==> config.mk <==
export PLATFORM = sky130hd
export DESIGN_NAME = lutram_fifo
export DESIGN_NICKNAME = d
export VERILOG_FILES = /design/src/rtl/lutram_fifo_pkg.sv /design/src/rtl/lutram_sdp.sv /design/src/rtl/lutram_fifo.sv
export SDC_FILE = /design/constraint.sdc
export NUM_CORES = 1
export LEC_CHECK = 0
export CORE_AREA = 2 2 78 80
export DETAILED_ROUTE_END_ITERATION = 8
export DIE_AREA = 0 0 80 82
export PLACE_DENSITY = 0.59
export SLEW_MARGIN = 10
export SYNTH_ARGS = -nofsm -noshare
export SYNTH_HDL_FRONTEND = slang
export SYNTH_SLANG_ARGS = --single-unit
==> constraint.sdc <==
create_clock -name CLK -period 2.85 [get_ports CLK]
set_input_delay 0.4275 -clock CLK [delete_from_list [all_inputs] [get_ports CLK]]
set_output_delay 0.4275 -clock CLK [all_outputs]
set_load 0.05 [all_outputs]
==> src/rtl/lutram_fifo_pkg.sv <==
// ---------------------------------------------------------------------------
// lutram_fifo_pkg
// Shared definitions for the LUT-RAM FIFO slice.
//   fifo_op_e      : accepted-operation classification used for COUNT update
//   clog2          : ceiling log2 helper
//   depth_of       : entry count from a log2 depth
//   LUTRAM_FIFO_CHECK_PARAMS(W, DL2, AL) : elaboration-time range check,
//                    expanded inside a module body as generate items
// No ports (package).
// ---------------------------------------------------------------------------

`ifndef LUTRAM_FIFO_CHECK_PARAMS
`define LUTRAM_FIFO_CHECK_PARAMS(W, DL2, AL) \
    if ((W) < 1 || (W) > lutram_fifo_pkg::MAX_WIDTH) begin : g_check_width \
        $error("lutram_fifo: WIDTH %0d outside 1..%0d", (W), lutram_fifo_pkg::MAX_WIDTH); \
    end \
    if ((DL2) < 1 || (DL2) > lutram_fifo_pkg::MAX_DEPTH_LOG2) begin : g_check_depth \
        $error("lutram_fifo: DEPTH_LOG2 %0d outside 1..%0d", (DL2), lutram_fifo_pkg::MAX_DEPTH_LOG2); \
    end \
    if ((AL) < 1 || (AL) > lutram_fifo_pkg::depth_of(DL2)) begin : g_check_afull \
        $error("lutram_fifo: AFULL_LVL %0d outside 1..depth", (AL)); \
    end
`endif

package lutram_fifo_pkg;

    localparam int MAX_WIDTH      = 64;
    localparam int MAX_DEPTH_LOG2 = 8;

    // Encoded as {write accepted, read accepted}.
    typedef enum logic [1:0] {
        OP_IDLE  = 2'b00,
        OP_READ  = 2'b01,
        OP_WRITE = 2'b10,
        OP_BOTH  = 2'b11
    } fifo_op_e;

    function automatic int clog2(input int value);
        int result;
        int rem;
        result = 0;
        rem    = value - 1;
        while (rem > 0) begin
            result = result + 1;
            rem    = rem >> 1;
        end
        return result;
    endfunction

    function automatic int depth_of(input int depth_log2);
        return 1 << depth_log2;
    endfunction

endpackage

==> src/rtl/lutram_sdp.sv <==
// ---------------------------------------------------------------------------
// lutram_sdp
// Generic WIDTH x 2**DEPTH_LOG2 semi-dual-port LUT RAM: synchronous write,
// asynchronous read. Parametrised generalisation of the 16x2 primitive.
//   CLK  in   clock, write on rising edge
//   WRE  in   write enable
//   WAD  in   write address
//   DI   in   write data
//   RAD  in   read address
//   DO   out  read data (combinational from RAD)
// ---------------------------------------------------------------------------
module lutram_sdp
    import lutram_fifo_pkg::*;
#(
    parameter int WIDTH      = 2,
    parameter int DEPTH_LOG2 = 4,
    parameter logic [WIDTH*(2**DEPTH_LOG2)-1:0] INIT = '0
) (
    input  logic                  CLK,
    input  logic                  WRE,
    input  logic [DEPTH_LOG2-1:0] WAD,
    input  logic [WIDTH-1:0]      DI,
    input  logic [DEPTH_LOG2-1:0] RAD,
    output logic [WIDTH-1:0]      DO
);

    localparam int DEPTH = depth_of(DEPTH_LOG2);

    if (clog2(DEPTH) != DEPTH_LOG2) begin : g_check_geometry
        $error("lutram_sdp: depth %0d inconsistent with DEPTH_LOG2 %0d", DEPTH, DEPTH_LOG2);
    end

    // The storage cells power up as zero, so the initial image is applied by
    // XOR-ing INIT on both write and read: an unwritten word reads back as
    // its INIT value, a written word reads back exactly as written. With the
    // default all-zero INIT the XORs fold away.
    logic [DEPTH-1:0][WIDTH-1:0] mem;
    logic [DEPTH-1:0][WIDTH-1:0] init_words;

    assign init_words = INIT;

    always_ff @(posedge CLK) begin
        if (WRE) begin
            mem[WAD] <= DI ^ init_words[WAD];
        end
    end

    assign DO = mem[RAD] ^ init_words[RAD];

endmodule

==> src/rtl/lutram_fifo.sv <==
// ---------------------------------------------------------------------------
// lutram_fifo
// Parametrised synchronous FIFO on LUT RAM storage, used as a small
// rate-matching buffer. FWFT=1 shows the head word combinationally on DO;
// FWFT=0 registers DO on each accepted read.
//   CLK     in   clock
//   RESETN  in   synchronous active-low reset
//   WRE     in   write request
//   DI      in   write data
//   RDE     in   read request
//   DO      out  read data
//   EMPTY   out  no entries stored
//   FULL    out  depth entries stored
//   AFULL   out  COUNT >= AFULL_LVL
//   COUNT   out  occupancy 0..depth
//   OVF     out  sticky: write attempted while FULL
//   UDF     out  sticky: read attempted while EMPTY
// ---------------------------------------------------------------------------
module lutram_fifo
    import lutram_fifo_pkg::*;
#(
    parameter int WIDTH      = 2,
    parameter int DEPTH_LOG2 = 4,
    parameter int FWFT       = 1,
    parameter int AFULL_LVL  = 12
) (
    input  logic                  CLK,
    input  logic                  RESETN,
    input  logic                  WRE,
    input  logic [WIDTH-1:0]      DI,
    input  logic                  RDE,
    output logic [WIDTH-1:0]      DO,
    output logic                  EMPTY,
    output logic                  FULL,
    output logic                  AFULL,
    output logic [DEPTH_LOG2:0]   COUNT,
    output logic                  OVF,
    output logic                  UDF
);

    localparam int DEPTH = depth_of(DEPTH_LOG2);

    localparam logic [DEPTH_LOG2:0]   DEPTH_CNT = DEPTH[DEPTH_LOG2:0];
    localparam logic [DEPTH_LOG2:0]   AFULL_CNT = AFULL_LVL[DEPTH_LOG2:0];
    localparam logic [DEPTH_LOG2:0]   CNT_ONE   = 1;
    localparam logic [DEPTH_LOG2-1:0] PTR_ONE   = 1;

    `LUTRAM_FIFO_CHECK_PARAMS(WIDTH, DEPTH_LOG2, AFULL_LVL)

    if (FWFT != 0 && FWFT != 1) begin : g_check_fwft
        $error("lutram_fifo: FWFT must be 0 or 1, got %0d", FWFT);
    end

    logic [DEPTH_LOG2-1:0] wr_ptr;
    logic [DEPTH_LOG2-1:0] rd_ptr;
    logic [DEPTH_LOG2:0]   count_q;
    logic [DEPTH_LOG2:0]   count_next;
    logic                  empty_q;
    logic                  full_q;
    logic                  afull_q;
    logic                  ovf_q;
    logic                  udf_q;
    logic                  wr_acc;
    logic                  rd_acc;
    fifo_op_e              op;
    logic [WIDTH-1:0]      ram_do;

    // Acceptance uses only registered flags, so there is no combinational
    // path from the requests to any flag output.
    always_comb begin
        wr_acc     = WRE & ~full_q;
        rd_acc     = RDE & ~empty_q;
        op         = fifo_op_e'({wr_acc, rd_acc});
        count_next = count_q;
        case (op)
            OP_WRITE: count_next = count_q + CNT_ONE;
            OP_READ:  count_next = count_q - CNT_ONE;
            default:  count_next = count_q;
        endcase
    end

    // Flags are registered from the next occupancy so they line up with
    // COUNT on the same edge.
    always_ff @(posedge CLK) begin
        if (!RESETN) begin
            wr_ptr  <= '0;
            rd_ptr  <= '0;
            count_q <= '0;
            empty_q <= 1'b1;
            full_q  <= 1'b0;
            afull_q <= 1'b0;
            ovf_q   <= 1'b0;
            udf_q   <= 1'b0;
        end else begin
            if (wr_acc) begin
                wr_ptr <= wr_ptr + PTR_ONE;
            end
            if (rd_acc) begin
                rd_ptr <= rd_ptr + PTR_ONE;
            end
            count_q <= count_next;
            empty_q <= (count_next == '0);
            full_q  <= (count_next == DEPTH_CNT);
            afull_q <= (count_next >= AFULL_CNT);
            ovf_q   <= ovf_q | (WRE & full_q);
            udf_q   <= udf_q | (RDE & empty_q);
        end
    end

    // Writes in a reset cycle are blocked from reaching the array.
    lutram_sdp #(
        .WIDTH      (WIDTH),
        .DEPTH_LOG2 (DEPTH_LOG2)
    ) u_ram (
        .CLK (CLK),
        .WRE (wr_acc & RESETN),
        .WAD (wr_ptr),
        .DI  (DI),
        .RAD (rd_ptr),
        .DO  (ram_do)
    );

    if (FWFT != 0) begin : g_fwft
        assign DO = ram_do;
    end else begin : g_reg_read
        logic [WIDTH-1:0] do_q;

        always_ff @(posedge CLK) begin
            if (!RESETN) begin
                do_q <= '0;
            end else if (rd_acc) begin
                do_q <= ram_do;
            end
        end

        assign DO = do_q;
    end

    assign EMPTY = empty_q;
    assign FULL  = full_q;
    assign AFULL = afull_q;
    assign COUNT = count_q;
    assign OVF   = ovf_q;
    assign UDF   = udf_q;

endmodule
* After elaboration in Yosys (flattened, before gate mapping)
Memories as Yosys holds them, arrays and structs flattened. A register that Yosys moved wholly into a read port is not among the register bits. Index checks and enable logic that the tools add are counted.
Storage, ports and cells: memories 2, word-level logic and storage cells 62, bits in read-only memories 64, bits in registers 50, input port bits 6, output and inout bits 12
Cells by class: $lt $le $gt $ge 4, bitwise logic cells 11, $add $sub $neg 4, reduce and logical (&&, ||, !) cells 2, eq/ne operators 3, multiplexer cells 12
Memories:
- (no name shown) | depth 16, width 2, read ports 1, clocked after memory_dff 1, write ports 0, RTL line lutram_sdp.sv:44 | mem[WAD] <= DI ^ init_words[WAD];
- (no name shown) | depth 16, width 2, read ports 1, clocked after memory_dff 1, write ports 0, RTL line lutram_sdp.sv:48 | assign DO = mem[RAD] ^ init_words[RAD];
Operators by type and width (count):
- bitwise mux 32 bit | 1
- two-way mux 4 bit | 4
- less-than comparator 4 x 5 -> 1 bit, second input constant | 2
- one-hot mux 5 bit (2 select lines) | 1
- adder 4 x 1 -> 4 bit, second input constant | 2
- binary-select mux 2 bit (select 4 bit) | 1
- demux 2 bit (select 4 bit) | 1
- two-way mux 2 bit | 4
- adder 5 x 1 -> 5 bit, second input constant | 1
- bitwise AND 1 bit | 5
- == test 5 bit, second input constant | 1
- >= comparator 5 x 4 -> 1 bit, second input constant | 1
- logical NOT 5 bit | 1
- subtractor 5 x 1 -> 5 bit, second input constant | 1
- >= comparator 4 x 1 -> 1 bit, second input constant | 1
- XOR 2 bit | 2
- == test 2 x 1 -> 1 bit, second input constant | 1
- == test 2 bit, second input constant | 1
- NOT 1 bit | 2
- bitwise OR 1 bit | 2
- logical AND 1 bit | 1

* Depth between registers and ports, before layout
depth after elaboration 5, depth in mapped cells 11, gate-level depth less buffers 10

* By module
From an unflattened synthesis, not the netlist that was laid out.
Second synthesis, totals: cell total of the unflattened synthesis 176, area total of the unflattened synthesis 2258.4 um^2
Modules (own cells, without submodules):
- lutram_sdp | cells each 76, sequential area each 960.9 um^2, area each 1340.0 um^2, times used 1
- lutram_fifo | cells each 100, sequential area each 360.3 um^2, area each 918.4 um^2, times used 1

* Worst setup path after synthesis
OpenSTA, ideal clock, no wires.
kind flip-flop to flip-flop, from register full_q (netlist: FULL), to register full_q (netlist: FULL), slack 0.242 ns, library setup time 0.087 ns, clock period less this slack 2.608 ns, required time 2.763 ns, cell stages (with the launch flop) 12, path buffers 1, data arrival time 2.521 ns, path through dfxtp_1 > nor2b_1 > clkbuf_1 > inv_1 > ha_1 > xor2_1 > ha_1 > nand2_1 > mux2_2 > a21oi_1 > xor2_1 > nor4b_2
Between the ends: longest elaborated chain between the ends 5, elaborated cells on any way between the ends 6, those cells by class eq/ne: 3; mux: 1; bitwise: 2
RTL lines:
- from (decl) | RTL line lutram_fifo.sv:59 | logic full_q;
- from (signal assigned) | RTL line lutram_fifo.sv:103 | full_q <= (count_next == DEPTH_CNT);
- NOT 1 bit (*) | RTL line lutram_fifo.sv:71 | wr_acc = WRE & ~full_q;
- bitwise AND 1 bit (*) | RTL line lutram_fifo.sv:71
- == test 2 x 1 -> 1 bit or == test 2 bit (tied branches) | RTL line lutram_fifo.sv:75 | case (op)
- one-hot mux 5 bit (2 select lines) (*) | RTL line lutram_fifo.sv:75
- == test 5 bit (*) | RTL line lutram_fifo.sv:103
Every way passes the cells marked *; elsewhere a longest branch is shown, timed or not. A chain may end at the register's enable or synchronous reset.

* Final worst setup path
from input port WRE, to register afull_q (netlist: AFULL)
Between the ends: longest elaborated chain between the ends 4, elaborated cells on any way between the ends 5, those cells by class order compare: 1; eq/ne: 2; mux: 1; bitwise: 1
RTL lines:
- from (decl) | RTL line lutram_fifo.sv:29 | input logic WRE,
- bitwise AND 1 bit (*) | RTL line lutram_fifo.sv:71
- == test 2 x 1 -> 1 bit or == test 2 bit (tied branches) | RTL line lutram_fifo.sv:75
- one-hot mux 5 bit (2 select lines) (*) | RTL line lutram_fifo.sv:75
- >= comparator 5 x 4 -> 1 bit (*) | RTL line lutram_fifo.sv:104 | afull_q <= (count_next >= AFULL_CNT);
- to (signal assigned) | RTL line lutram_fifo.sv:104
- to (decl) | RTL line lutram_fifo.sv:60 | logic afull_q;
Marked as above.

==> flow_metrics.py <==
metrics = {
    "run_status": {
        "status": "complete, no violations",
    },
    "detailed_routing": {
        "drt_pre_antenna_iters": 4,
        "detailed_route_wire_length_per_cell_microns": 15.2,
        "drtIter0Drc": 86,
        "routed-via-count": 1299,
        "drt_drc_violations_left": 0,
        "drt-vias-per-instance": 4.92,
        "drt.antenna.violating_nets": 0,
        "routed_wl_microns": 4000,
    },
    "sta": {
        "period_share_pct": 92.3,
        "timing.final.hold_violations": 0,
        "worst_slew_margin_rel_pct": 61.6,
        "timing.fmax_mhz": 380,
        "setup_viol_count_final": 0,
        "final-max-slew-violation-count": 0,
        "slew_at_the_pin_closest_to_its_max_slew_limit_ns": 0.575,
        "layout_min_cycle_time_ns": 2.63,
        "timing.setup.tns_ns": 0,
        "clock-skew-final_ns": 0.00484,
    },
    "yosys": {
        "seq_area_frac_synth_pct": 59.7,
        "syn_avg_cell_area_sq_um": 13.4,
        "netlist-cell-type-count": 34,
        "synth-simple-area-share_pct": 12.6,
        "compound_gate_fraction_of_synth_area_pct": 3.45,
        "synth.cell_area_sq_um": 2210,
        "synth_fa_ha_area_share_pct": 4.52,
        "synthCells": 165,
        "synth.top_cell.area_share_pct": 43.4,
        "synth_top_family_by_area": "multiplexers",
        "post_synth_xor_xnor_area_pct": 3.96,
        "ys.warnings.count": 0,
        "synth_fp_nets": 179,
        "post_synth_mux_area_share_pct": 13.5,
        "synthDominantAreaCellType": "edfxtp_1",
        "synth.area.top_cells": "edfxtp_1 (43%), dfxtp_1 (16%), mux4_1 (7.1%), nor2_1 (5.1%), ha_1 (4.5%)",
        "synth_seq_cells": 50,
    },
    "floorplanning": {
        "top_level_ports": 18,
        "floorplan.rows": 28,
        "floorplan.initialDensity_pct": 38.5,
        "fp.dieH_microns": 82,
        "die_x_microns": 80,
        "core_sq_um": 5750,
        "floorplan.die_area_sq_um": 6560,
    },
    "setup_path": {
        "path_max_fanout": 3,
        "worst_ep_arrival_time_ns": 2.87,
        "rr_endpoint": "AFULL$_SDFF_PN0_",
        "worstSetupEndpointType": "flip-flop",
        "critPathRequiredTime_ns": 3.09,
        "worst-path-stages": 12,
        "critPathCapture": "AFULL$_SDFF_PN0_",
        "timing.critical_path.slowest_cell_delay_ns": 0.48,
        "critical_path.cell_chain": "clkdlybuf4s50_1 -> nor2b_1 -> inv_1 -> ha_1 -> xor2_1 -> ha_1 -> nand2_1 -> mux2_2 -> a21oi_1 -> xor2_1 -> buf_4 -> a22o_1",
        "critical_path.slowest_cell": "clkdlybuf4s50_1",
        "classification_of_the_worst_setup_path": "primary input to flip-flop",
        "worst_setup_path_start_kind": "primary input",
        "crit_start": "WRE",
        "crit_buf_inv": 3,
        "cp_top_family": "buffers and inverters",
        "rr_worst_depth": 10,
        "r2r_slack_ns": 0.52,
        "rr_startpoint": "EMPTY$_SDFF_PN1_",
    },
    "place": {
        "finalWeightedCongestion": 0.834,
        "dp_hpwl_microns": 2840,
        "count_of_input_and_output_buffers": 17,
    },
    "layout": {
        "num_antenna_cells": 0,
        "num-fill-cells": 540,
        "final_net_count": 202,
        "layout.cells.most_common": "edfxtp_1",
        "layout-drive-gt1-share_pct": 10.1,
        "syn2layout_area_growth_pct": 15.8,
        "mostFrequentLayoutCells": "edfxtp_1 (32), nor2_1 (30), dfxtp_1 (18), clkdlybuf4s50_1 (15), nand2_1 (9)",
        "finish.utilization_pct": 44.6,
    },
    "global_routing": {
        "antenna_violations_before_repair": 0,
        "grt_pass1_wl_microns": 6510,
        "grtUsageMet3_pct": 3.63,
        "grt_use_total_pct": 13.6,
        "grt_overflow_total": 0,
        "most_utilized_layer_in_the_global_route_result": "met2",
        "grt_util_met2_pct": 23.0,
        "grt_start_max_net_pins": 17,
        "globalRouteMet1Util_pct": 17.0,
        "vias_in_the_first_global_route": 1276,
    },
    "clock_tree": {
        "worstSkewPairLatency_ns": 0.29,
        "holdBufCountCts": 0,
        "ctsHtreeMaxLevel": 2,
        "numClockSinks": 50,
        "cts-root-to-sink-buffers": 2,
        "tritoncts.num_buffers": 5,
        "root_buffer": "clkbuf_8",
        "cts_tree": "built",
        "clkSlewWorstSetupHoldPaths_ns": 0.08,
    },
    "run": {
        "maxCapViolCount": 0,
    },
    "power_and_ir_drop": {
        "power_leakage_nw": 0.909,
        "power-per-cell-area_nw_per_um2": 667,
        "peakVddDrop_mv": 0.281,
    },
    "worst_hold_path": {
        "min_path_type": "flip-flop to flip-flop",
    },
}
-- cells in the mapped netlist --
| master | count |
|---|---|
| edfxtp_1 | 32 |
| nor2_1 | 30 |
| dfxtp_1 | 18 |
| nand2_1 | 9 |
| ha_1 | 8 |
| xor2_1 | 8 |
| mux4_1 | 6 |
| a21oi_1 | 5 |
| clkbuf_1 | 4 |
| inv_1 | 4 |
| mux2i_1 | 4 |
| mux4_2 | 4 |
| nor2b_1 | 4 |
| nand2b_1 | 3 |
| and2_1 | 2 |
| nand3_1 | 2 |
| nand3b_1 | 2 |
| nand4_1 | 2 |
| nor3_1 | 2 |
| xnor2_1 | 2 |
| a211o_1 | 1 |
| a21o_1 | 1 |
| a22o_1 | 1 |
| a22oi_1 | 1 |
| and3_1 | 1 |
| buf_1 | 1 |
| buf_2 | 1 |
| buf_6 | 1 |
| mux2_2 | 1 |
| nor4b_2 | 1 |
| o21ai_0 | 1 |
| o22ai_1 | 1 |
| o31ai_1 | 1 |
| or3_1 | 1 |
-- report_power, final --
group          internal, mW  total [mW]  switching (mW)
clock network         0.175       0.387           0.212
logic                 0.195       0.469           0.274
registers             0.808       0.853          0.0449
-- worst min-delay path: cells and delay by family (launching register included) --
| family | cells | cell delay [ns] |
|---|---|---|
| AOI/OAI and AO/OA | 1 | 0.04 |
| DFF | 1 | 0.33 |
| and+or+nand+nor | 1 | 0.08 |
-- kinds of logic after synthesis --
family / Yosys count
AO/OA/AOI/OAI: 12
XOR/XNOR: 10
adder cells (fa/ha/maj): 8
buffers and inverters: 11
flip-flops: 50
multiplexers: 15
AND/OR/NAND/NOR: 59
-- worst min-delay path by stage --
stage                                       from                      to  slack [ns]  cells after the start
after global routing              OVF$_SDFF_PN0_          OVF$_SDFF_PN0_        0.54                      2
after global placement            UDF$_SDFF_PN0_          UDF$_SDFF_PN0_        0.45                      2
after floorplan           rd_ptr[3]$_SDFFE_PN0P_  rd_ptr[3]$_SDFFE_PN0P_        0.52                      2
after detailed placement          UDF$_SDFF_PN0_          UDF$_SDFF_PN0_        0.47                      2
after CTS                         UDF$_SDFF_PN0_          UDF$_SDFF_PN0_        0.49                      2
final                             UDF$_SDFF_PN0_          UDF$_SDFF_PN0_        0.49                      2
-- metrics by stage --
| step | total power [mW] | instance area [sq um] | instances | setup slack (ns) | hold slack, ns |
|---|---|---|---|---|---|
| floorplan | 1.20 | 2210 | 165 | 0.242 | 0.516 |
| global route | 1.79 | 2560 | 264 | -0.0121 | 0.540 |
| global placement | 1.32 | 2470 | 255 | 0.0793 | 0.451 |
| CTS | 1.72 | 2550 | 263 | 0.139 | 0.494 |
| detailed placement | 1.33 | 2470 | 255 | -0.131 | 0.470 |
| finish | 1.71 | 2560 | 264 | 0.221 | 0.491 |
-- registers in the layout, indices dropped and copies added (netlist names) --
signal     count
COUNT          5
AFULL          1
FULL           1
UDF            1
u_ram.mem     32
EMPTY          1
OVF            1
wr_ptr         4
rd_ptr         4
-- timing repair --
action / 4_1_cts / 5_1_grt
resized for setup: 0 / 0
endpoints found under the setup margin: 0 / 1
buffers inserted: 0 / 1
hold endpoints to repair: 0 / 0
-- routing by layer --
metal	share of wire, %	vias to the layer above
met5	0	-
met1	45	639
li1	-	645
met4	0.20	0
met2	52	13
met3	2.4	2
-- final cells by class --
| class | count | area, sq um | area share, % |
|---|---|---|---|
| Inverter | 4 | 15.0 | 0.586 |
| Multi-Input combinational cell | 104 | 841 | 32.8 |
| Sequential cell | 50 | 1320 | 51.6 |
| Timing Repair Buffer | 23 | 210 | 8.21 |
| Clock buffer | 8 | 80.1 | 3.13 |
| Tap cell | 75 | 93.8 | 3.66 |
Note: power is estimated with default switching activity, not from simulation.
==> edit 1: new RTL, same flow settings <==
Set the parameter `FWFT` to 0 (it was 1). Comments in the files are not updated.
--- a/src/rtl/lutram_fifo.sv
+++ b/src/rtl/lutram_fifo.sv
@@ -21,7 +21,7 @@
 #(
     parameter int WIDTH      = 2,
     parameter int DEPTH_LOG2 = 4,
-    parameter int FWFT       = 1,
+    parameter int FWFT       = 0,
     parameter int AFULL_LVL  = 12
 ) (
     input  logic                  CLK,
Check against the original RTL: not equivalent (Yosys sat finds a counterexample within 4 cycles, from zero or initial values and one cycle with RESETN low).
==> edit 1 against the unedited design <==
Power is 17% higher; setup slack got worse by 49 ps; final area increased by 9.4%; cell count grew 12%; area after synthesis rose by 7.5%; via count grew 15%; sequential cell count increased by 2; wire length grew 6.2%; sequential share of layout area is 3.0 points lower; die area unchanged; largest cell class unchanged.
==> edit 1: results (changes against the unedited design) <==
Final layout
  • Nets: 234 (was 202)
  • Share of cells above drive strength 1: 0.172 (was 0.101)
  • Ant. Diodes: 0 (unchanged)
  • Number of flip-flops in the largest register: 32 (unchanged)
  • Top reg by flops: u_ram.mem (unchanged)

Power and ir drop
  • Clk. pwr: 491 uW (was 387 uW)
  • Flop pwr share: 0.460 (was 0.499)
  • Power, Total: 1.99 mW (was 1.71 mW)
  • Sw Pwr: 630 uW (was 531 uW)
  • VDD IR max: 0.000275 V (was 0.000281 V)
  • Leak pwr: 0.976 nW (was 0.909 nW)

Clocking
  • Max clock buf depth: 2 (unchanged)
  • Clk root buf: clkbuf_8 (unchanged)
  • Setup bufs post-CTS: 0 (unchanged)
  • H-Tree Level Count: 2 (unchanged)
  • Worst-path clk slew: 90 ps
  • Clk Latency, worst-skew pair: 300 ps
  • TritonCTS Buffers: 5 (unchanged)

Critical path
  • Worst Path Max Fanout: 3 (unchanged)
  • CP arrival: 2870 ps (about the same)

Logic synthesis
  • Post-synthesis mux area share: 0.0973 (was 0.135)
  • Post-synth EDFFs: 32 (unchanged)
  • Xor/xnor share of the synthesized area: 0.0331 (was 0.0396)
  • Post-Synth Adder-Cell Area: 0.0421 (was 0.0452)
  • Yosys cell types: 41 (was 34)
  • Synth cell count leaders: nor2_1 (34), edfxtp_1 (32), dfxtp_1 (20), nand2_1 (12) (was edfxtp_1 (32), nor2_1 (30), dfxtp_1 (18), nand2_1 (9))
  • Syn_nets: 206 (was 179)
  • Compound-Gate Fraction of Synth Area: 0.0800 (was 0.0345)
  • Ys Warns: 0 (unchanged)
  • Gate Count Post-Synth: 192 (was 165)
  • Sequential area share after synthesis: 0.572 (was 0.597)
  • Synth top area cells: edfxtp_1 (40%), dfxtp_1 (17%), mux4_2 (7.6%) (was edfxtp_1 (43%), dfxtp_1 (16%), mux4_1 (7.1%))
  • Asr flop ratio synth: 0 (unchanged)

Routing
  • Drt pass-1 iters: 4 (unchanged)
  • Routed len/inst: 14.4 um (was 15.2 um)
  • Vias per cell: 5.06 (was 4.92)
  • DRC viols: 0 (unchanged)
  • Iter 0 DRT Violations: 59 (was 86)
  • Via count of the routed design: 1498 (was 1299)

Global routing
  • Largest net degree at the start of global routing: 17 (unchanged)
  • Vias in the first global route: 1439 (was 1276)
  • Initial antenna violation count: 0 (unchanged)
  • First-pass GRT wire length: 7310 um (was 6510 um)
  • Tot GR Track Use: 0.148 (was 0.136)

Timing
  • Setup Skew: 5.68 ps (was 4.84 ps)
  • Rel. slew slack: 0.642 (was 0.616)
  • Final hold viol count: 0 (unchanged)

Placed design
  • Setup WS pre-CTS: -142 ps (was -131 ps)
  • Placed cell count: 288 (was 255)
  • Placed cell areas: 2690 um2 (was 2470 um2)
  • IO Port Bufs: 17 (unchanged)
  • DP HPWL: 3110 um (was 2840 um)
  • Gp weighted congestion: 0.813 (was 0.834)

Run
  • Max cap viols: 0 (unchanged)

Min path
  • Hold Crit Class: reg -> reg (unchanged)

Run status
  • Status: complete, no violations (unchanged)
edit 1: cell types whose count changed after synthesis, moves of 3 or more:
cell     before  now
mux4_1        6    0
mux4_2        4    8
nand2_1       9   12
nor2_1       30   34
edit 1: final timing paths:
| check | startpoint | end | slack [ps] | depth (start not counted) |
|---|---|---|---|---|
| setup / recovery | WRE | EMPTY$_SDFF_PN1_ | 170 | 10 |
| hold reg to reg | DO[1]$_SDFFE_PN0P_ | DO[1]$_SDFFE_PN0P_ | 470 | 2 |
| setup reg to reg | FULL$_SDFF_PN0_ | EMPTY$_SDFF_PN1_ | 410 | 9 |
| hold / removal | DO[1]$_SDFFE_PN0P_ | DO[1]$_SDFFE_PN0P_ | 470 | 2 |
edit 1: layer usage:
layer | vias up | global-route usage | share of wire
li1 | 761 | - | -
met1 | 703 | 0.211 | 0.50
met2 | 28 | 0.226 | 0.45
met3 | 6 | 0.0363 | 0.038
met4 | 0 | 0.0407 | 0.014
met5 | - | 0 | 0
edit 1: repair_timing:
item | CTS | global route
hold buffers | 0 | 0
endpoints found under the setup margin | 0 | 1
gates resized for setup | 0 | 1
edit 1: worst max-delay path, stage by stage:
cell and delay [ps]:
clkdlybuf4s50_1 460, nor2b_1 180, inv_1 90, ha_1 200, xor2_1 160, ha_1 240, a21oi_2 160, mux2i_1 260
mux2_2 400, o41ai_1 280
edit 1: area by class of cell:
cell class / count / area, um2
timing repair buffer: 30 / 268
tap: 75 / 93.8
multi-input combinational: 125 / 950
inverter: 6 / 22.5
clock buffer: 6 / 72.6
fill: 525 / 2940
clock inverter: 2 / 35.0
sequential: 52 / 1360
==> edit 2: new RTL, config.mk and constraints unchanged <==
Without the edit above. `WIDTH` is set to 2 in 2 places; all go to 3. Comments in the files are not updated.
--- a/src/rtl/lutram_sdp.sv
+++ b/src/rtl/lutram_sdp.sv
@@ -12,7 +12,7 @@
 module lutram_sdp
     import lutram_fifo_pkg::*;
 #(
-    parameter int WIDTH      = 2,
+    parameter int WIDTH      = 3,
     parameter int DEPTH_LOG2 = 4,
     parameter logic [WIDTH*(2**DEPTH_LOG2)-1:0] INIT = '0
 ) (
--- a/src/rtl/lutram_fifo.sv
+++ b/src/rtl/lutram_fifo.sv
@@ -19,7 +19,7 @@
 module lutram_fifo
     import lutram_fifo_pkg::*;
 #(
-    parameter int WIDTH      = 2,
+    parameter int WIDTH      = 3,
     parameter int DEPTH_LOG2 = 4,
     parameter int FWFT       = 1,
     parameter int AFULL_LVL  = 12
Ports: changed (resized DI and DO); port bits go from 18 to 20. No check against the original RTL was run, so the function may have changed too.
==> edit 2 against the unedited design <==
Area after synthesis rose by 31%; sequential cell count increased by 16; final area up 32%; count of clock-buffer cells in the layout up 1; clock skew up 2.5 ps; power grew 57%; setup slack got worse by 70 ps; wire length up 35%; fmax shrank 2.6%; register-to-register slack worse by 110 ps; largest power group unchanged; highest routed layer unchanged.
==> edit 2: results (changes against the unedited design) <==
Critical path
  • Worst Path Max Fanout: 4 (was 3)
  • CP delay by family, top: compound AO/OA/AOI/OAI gates (was buffers and inverters)
  • Crit path max-delay cell type: clkdlybuf4s50_1 (unchanged)
  • CP arrival: 2960 ps (was 2870 ps)

Logic synthesis
  • Gate Count Post-Synth: 201 (was 165)
  • Asr flop ratio synth: 0 (unchanged)
  • Sequential area share after synthesis: 0.623 (was 0.597)
  • Synth top area cells: edfxtp_1 (50%), dfxtp_1 (12%), mux4_2 (12%) (was edfxtp_1 (43%), dfxtp_1 (16%), mux4_1 (7.1%))
  • Synth cell count leaders: edfxtp_1 (48), nor2_1 (21), dfxtp_1 (18), mux4_2 (15) (was edfxtp_1 (32), nor2_1 (30), dfxtp_1 (18), nand2_1 (9))
  • Syn_nets: 216 (was 179)
  • Post-synth EDFFs: 48 (was 32)
  • Yosys cell types: 31 (was 34)

Placed design
  • DP HPWL: 3710 um (was 2840 um)
  • IO Port Bufs: 19 (was 17)
  • Gp weighted congestion: 0.774 (was 0.834)
  • Placed cell count: 293 (was 255)

Routing
  • Top routing layer in use: met4 (unchanged)
  • DRT Wirelength: 5400 um (was 4000 um)
  • Via count of the routed design: 1641 (was 1299)
  • DR WL met3: 230 um (was 95 um)
  • Vias per cell: 5.31 (was 4.92)
  • Met2 wire length: 2860 um (was 2090 um)
  • Iter 0 DRT Violations: 79 (was 86)
  • M1 wire length: 2240 um (was 1810 um)

Global routing
  • Met3 usage: 0.0341 (was 0.0363)
  • Vias in the first global route: 1710 (was 1276)
  • GR Layer Usage met2: 0.326 (was 0.230)
  • Grt ovf: 0 (unchanged)
  • Met1 usage: 0.213 (was 0.170)
  • Tot GR Track Use: 0.186 (was 0.136)
  • Largest net degree at the start of global routing: 21 (was 17)
  • First-pass GRT wire length: 8590 um (was 6510 um)

Run status
  • Status: complete, no violations (unchanged)

Power and ir drop
  • VDD IR max: 0.000503 V (was 0.000281 V)
  • Sw frac: 0.326 (was 0.311)
  • Seq. pwr: 1.17 mW (was 853 uW)
  • Combinational power share: 0.279 (was 0.275)
  • Leak pwr: 1.16 nW (was 0.909 nW)

Final layout
  • Number of flip-flops in the largest register: 48 (was 32)
  • Top reg by flops: u_ram.mem (unchanged)
  • Fillers: 476 (was 540)
  • Nets: 244 (was 202)
  • Share of cells above drive strength 1: 0.188 (was 0.101)

Clocking
  • H-Tree Level Count: 3 (was 2)
  • Clk Latency, worst-skew pair: 340 ps (was 290 ps)
  • TritonCTS Buffers: 9 (was 5)
  • Max clock buf depth: 2 (unchanged)

Timing
  • Setup Skew: 7.36 ps (was 4.84 ps)
  • Rel. slew slack: 0.576 (was 0.616)
-- edit 2: worst paths after layout --
| check | endpoint | slack (ps) | start | cells after the start |
|---|---|---|---|---|
| setup / recovery | FULL$_SDFF_PN0_ | 150 | WRE | 11 |
| hold / removal | OVF$_SDFF_PN0_ | 520 | OVF$_SDFF_PN0_ | 2 |
| hold reg to reg | OVF$_SDFF_PN0_ | 520 | OVF$_SDFF_PN0_ | 2 |
| setup reg to reg | FULL$_SDFF_PN0_ | 410 | FULL$_SDFF_PN0_ | 10 |
-- edit 2: final cells by class --
class / count / area share
Inverter: 5 / 0.00556
Multi-Input combinational cell: 119 / 0.301
Tap cell: 75 / 0.0278
Sequential cell: 66 / 0.534
Clock buffer: 9 / 0.0367
Timing Repair Buffer: 28 / 0.0741
Clock inverter: 7 / 0.0208
-- edit 2: cells by family (layout without fill, tap and decap cells) --
logic type	count (synthesis)	in the layout	share of synthesized area
DFF	66	66	0.623
and+or+nand+nor	65	65	0.116
muxes	19	19	0.132
AOI/OAI and AO/OA	16	16	0.0351
buffers and inverters	16	49	0.0251
xor gates and xnor gates	11	11	0.0333
adders and majority gates	8	8	0.0346
-- edit 2: metrics by stage --
stage               area (um2)  total power [mW]  utilization  setup WS (ps)  TNS, ps
floorplan                 2890              1.72            -           14.8        0
global placement          3180              1.92        0.554          -77.8    -90.8
detailed placement        3180              1.94        0.554           -210     -475
CTS                       3380              2.71        0.588            140        0
global route              3380              2.80        0.588           2.33        0
finish                    3380              2.68        0.588            151        0
-- edit 2: worst register-to-register path, cell delays in order (launching register included) --
cell      delay (ps)
dfxtp_1          330
nor2b_1          150
inv_1             80
ha_1             200
xor2_1           160
ha_1             220
a21oi_1           90
o32a_1           300
a211oi_2         310
mux2_4           350
nor3_1           180
